## src/rtl/mealy_overlapping_101111.sv

```systemverilog
// mealy_overlapping_101111
//
// Serial Mealy detector for the pattern 1-0-1-1-1-1 (first bit received
// first), with overlapping matches. One bit of x is consumed per rising
// edge of clk. z is combinational from the current state and the current x,
// so it is high in the same cycle that x carries the final pattern bit.
//
// Optional feature: define MEALY_101111_CNT_EN to add match_cnt, an 8-bit
// saturating count of detections.
//
// Ports:
//   clk        in   system clock, all state updates on the rising edge
//   rst        in   synchronous active-high reset
//   x          in   serial data bit
//   z          out  detect flag, high when the current x completes the pattern
//   match_cnt  out  [7:0] saturating detection count (MEALY_101111_CNT_EN only)

module mealy_overlapping_101111 (
    input  logic       clk,
    input  logic       rst,
    input  logic       x,
`ifdef MEALY_101111_CNT_EN
    output logic [7:0] match_cnt,
`endif
    output logic       z
);

    // Each state names the longest received suffix that is a pattern prefix.
    typedef enum logic [2:0] {
        StNone   = 3'd0,  // ""
        St1      = 3'd1,  // "1"
        St10     = 3'd2,  // "10"
        St101    = 3'd3,  // "101"
        St1011   = 3'd4,  // "1011"
        St10111  = 3'd5   // "10111"
    } state_e;

    state_e state_q;
    state_e state_d;

    always_ff @(posedge clk) begin
        if (rst) begin
            state_q <= StNone;
        end else begin
            state_q <= state_d;
        end
    end

    always_comb begin
        state_d = StNone;
        z       = 1'b0;
        case (state_q)
            StNone:  state_d = x ? St1 : StNone;
            St1:     state_d = x ? St1 : St10;
            St10:    state_d = x ? St101 : StNone;
            St101:   state_d = x ? St1011 : St10;
            St1011:  state_d = x ? St10111 : St10;
            St10111: begin
                // The completing 1 is itself the prefix "1" of the next match.
                state_d = x ? St1 : St10;
                z       = x;
            end
            // Encodings 6 and 7 fall back to the idle state with z low.
            default: state_d = StNone;
        endcase
        if (rst) begin
            z = 1'b0;
        end
    end

`ifdef MEALY_101111_CNT_EN
    logic [7:0] cnt_q;

    always_ff @(posedge clk) begin
        if (rst) begin
            cnt_q <= 8'd0;
        end else if (z && (cnt_q != 8'hFF)) begin
            cnt_q <= cnt_q + 8'd1;
        end
    end

    assign match_cnt = cnt_q;
`endif

endmodule

```

## config.mk

```make
export PLATFORM = sky130hd
export DESIGN_NAME = mealy_overlapping_101111
export DESIGN_NICKNAME = d
export VERILOG_FILES = /design/src/rtl/mealy_overlapping_101111.sv
export SDC_FILE = /design/constraint.sdc
export NUM_CORES = 1
export LEC_CHECK = 0
export CORE_AREA = 4 4 41 43
export DETAILED_ROUTE_END_ITERATION = 16
export DIE_AREA = 0 0 45 47
export GPL_ROUTABILITY_DRIVEN = 0
export GPL_TIMING_DRIVEN = 0
export PLACE_DENSITY_LB_ADDON = 0.25
export SYNTH_ARGS = -nofsm -noshare
export SYNTH_HDL_FRONTEND = slang
export SYNTH_SLANG_ARGS = --single-unit
```

## constraint.sdc

```tcl
create_clock -name clk -period 0.8 [get_ports clk]
set_input_delay 0.16 -clock clk [delete_from_list [all_inputs] [get_ports clk]]
set_output_delay 0.16 -clock clk [all_outputs]
set_load 0.03 [all_outputs]
```

# [Word-level counts from Yosys, hierarchy flattened]
# Cells that the tools add are included.
[word_totals] inputBits=3 regBits=3 out_inout_bits=1
[op_classes] eq_ne=5 n_reduce_logical=2 n_mux=8
[ops] op="one-hot mux 3 bit (5 select lines)" count=1
[ops] op="== test 3 x 2 -> 1 bit, second input constant" count=2
[ops] op="== test 3 bit, second input constant" count=2
[ops] op="2-to-1 mux 3 bit" count=2
[ops] op="2-to-1 mux 2 bit" count=2
[ops] op="== test 3 x 1 -> 1 bit, second input constant" count=1
[ops] op="logical NOT 3 bit" count=1
[ops] op="2-to-1 mux 1 bit" count=3
[ops] op="OR reduction 2 bit" count=1

# [Logic depth before layout (Yosys ltp)]
[depth] depth_word=3 mapped_depth=3 ltp_nobuf=3

# [Worst setup path after synthesis]
# OpenSTA, ideal clock, no wires.
[synth_timing] path_type="reg-to-output" from="register state_q[1]" to="output z" path_stages_with_launch=3 setup_slack_ns=-0.187 required_ns=0.640 t_arrival_ns=0.827 n_path_buf=0 cell_sequence="dfxtp_1 -> and2b_1 -> and4b_2"
[synth_via] elab_chain_cells=3
[synth_lines] element="start, declared" line_no="38" text="state_e state_q;"
[synth_lines] element="start signal, assigned" line_no="43" text="state_q <= StNone;"
[synth_lines] element="start signal, assigned" line_no="45" text="state_q <= state_d;"
[synth_lines] element="== test 3 bit" line_no="52" text="case (state_q)"
[synth_lines] element="2-to-1 mux 1 bit" line_no="52"
[synth_lines] element="2-to-1 mux 1 bit" line_no="66" text="if (rst) begin"
[synth_lines] element="end, declared" line_no="25" text="output logic z"
# Every way passes these cells.

# [Worst setup path after layout]
# Ends and elaborated chain as after synthesis.

==> run_results.csv <==
group,metric,value,unit
layout,regMostFlops,"state_q",
global_routing,grt_max_degree,6,
status,status,"finished with violations",
clock_tree,insertion_delay,0.23,ns
synth,syn_area_per_cell,10.1,um^2
detailed_routing,dr.pass1.iters,1,
setup_path,worst-endpoint-required,0.64,ns
setup_path,arrival,1.09,ns
setup_path,critPathLaunch,"state_q[1]",
setup_path,cp_max_fo,3,
sta,fin_worst_skew,0.000146,ns
clock_tree,clk_pin_slew,0.03,ns
min_path,hold_class,"reg -> reg",
global_routing,grtUsageTotal,4.65,%
synth,seq_area_frac_synth,39.7,%
detailed_routing,final_antenna_net_count,0,
min_path,hold_start,"state_q[1]",
sta,post-route-min-period,1.25,ns
setup_path,r2r_start,"state_q[1]",
clock_tree,cts.path.max_buffers,2,
layout,multi_input_area,91.3,um^2
synth,yosys-top-cells-area,"dfxtp_1, and2b_1, nor3b_2",
layout,seqCellArea,62.6,um^2
synth,syn_area,151,um^2
sta,fmax,0.799,GHz
setup_path,end_kind,"output port",
die,initial_utilization,11.6,%
detailed_routing,avgViaCountPerCell,3.44,
die,num_rows,13,
die,dieWidth,45,um
layout,drive_gt1_share,41.7,%
global_routing,antenna_found_initial,0,
clock_tree,numCtsBuffers,3,
setup_path,crit_path_start_kind,"register",
sta,fin_ws,-0.452,ns
synth,synth_nets,18,
detailed_routing,drtIter0Drc,0,
detailed_routing,dr_total_vias,134,
layout,biggestRegsByFlops,"state_q: 3 flops",
power,power_leakage,0.108,nW
layout,area_delta_synth_final,62.0,%
detailed_routing,wl,299,um
status,violations,"negative setup slack",
global_routing,grt_first_pass_wirelength,600,um
detailed_routing,routedWlPerCell,7.67,um
sta,setup_viol,3,
layout,largest_register_ffs,3,
layout,antenna_cells,0,
die,die_area,2120,um^2
sta,max_slew_margin,88.0,%
setup_path,critPathKind,"reg -> out",
global_routing,grt_pass1_vias,150,
synth,yosys.area.top_type_share,39.7,%
synth,yosysTopAreaCell,"dfxtp_1",
clock_tree,htreeDepth,1,
sta,finalCritPeriodShare,156,%
power,p_per_area,1840,nW/um^2
synth,synth_cell_type_count,11,
sta,rsz0062_at_grt,"yes",
place,port_buffers,3,
die,io_pins,4,
place,place_inst,33,
synth,ys_warn_count,0,
clock_tree,cts_tree,"built",
die,fp.dieH,47,um
sta,finalHoldViolCount,0,
layout,fillers,158,
power,ir_drop,0.000592,V
clock_tree,clock_sinks,3,
layout,fin_nets,28,
synth,syn_inst,15,
sta,finalMaxSlewViolations,0,
detailed_routing,drc_errors,0,
die,core,1300,um^2
sta,final.setup.tns,-0.786,ns
job,maxCapViolCount,0,
clock_tree,clock_tree.root_cell,"clkbuf_4",
sta,tightest_slew,0.175,ns
power,finalPower,452,uW
place,dp_hpwl,209,um
synth,ys_ff_latch,3,
place,dp_slack,-0.963,ns
global_routing,grt-ovfl-total,0,
layout,layoutNonFillerInstCount,39,
-- cell usage in the layout, fill, tap and decap left out --
master           n
a21oi_1          1
dfxtp_1          1
and3b_1          1
clkdlybuf4s50_1  2
mux2i_1          1
nand3_1          1
clkbuf_4         3
nor3b_2          1
and2b_1          3
buf_6            1
clkbuf_1         1
buf_4            2
nor2_1           1
and4b_2          1
o21bai_1         1
o21ai_0          1
dfxtp_2          2
-- final cells by class --
class / instances / area share [%]
sequential: 3 / 25.5
multi-input combinational: 12 / 37.2
tap: 15 / 7.65
timing repair buffer: 5 / 18.9
clock buffer: 4 / 10.7
-- power by group --
group | internal [mW] | switching, mW | leakage, nW | total, mW
Sequential | 0.156 | 0.00481 | 0.0255 | 0.161
Combinational | 0.0216 | 0.0105 | 0.0677 | 0.0320
Clock | 0.187 | 0.0729 | 0.0150 | 0.259
-- logic make-up (layout without fill, tap and decap cells) --
logic type,count (synthesis),count (layout),synth area share (%)
and+or+nand+nor,8,8,42.1
AOI/OAI and AO/OA,3,3,11.6
DFF,3,3,39.7
muxes,1,1,6.61
buffers and inverters,0,9,0
-- routing by layer --
layer	vias to the layer above	global-route usage (%)	routed length, um
li1	71	-	-
met2	4	5.37	133
met4	0	7.02	0
met5	-	0	0
met3	0	3.45	21
met1	59	4.30	144
-- stage by stage --
stage          cell area (um^2)  util (%)  hold WS, ns
3_3_place_gp                200      15.4        0.506
4_1_cts                     238      18.3        0.503
5_1_grt                     245      18.8        0.574
2_1_floorplan               151         -        0.229
6_report                    245      18.8        0.552
3_5_place_dp                200      15.4        0.506
-- what timing repair did --
action,4_1_cts,5_1_grt
endpoints found under the setup margin,3,3
hold buffers,0,0
gates resized for setup,9,0
buffers inserted,1,2
pin swaps,2,2
-- Yosys cell counts, drive strengths merged --
library cell	n
o21bai	1
nor2	1
and3b	1
and4b	1
and2b	3
nor3b	1
a21oi	1
mux2i	1
nand3	1
o21ai	1
dfxtp	3
-- worst paths after layout --
path / end / slack [ns] / cells past startpoint
hold / removal: state_q[0] / 0.55 / 2
setup / recovery: z / -0.45 / 3
setup reg to reg: state_q[2] / -0.18 / 4
hold reg to reg: state_q[0] / 0.55 / 2
-- worst max-delay path: stages (launching register included) --
cell,delay [ns]
dfxtp_2,0.31
and2b_1,0.20
and4b_2,0.22
buf_6,0.13
Note: power is estimated with default switching activity, not from simulation.
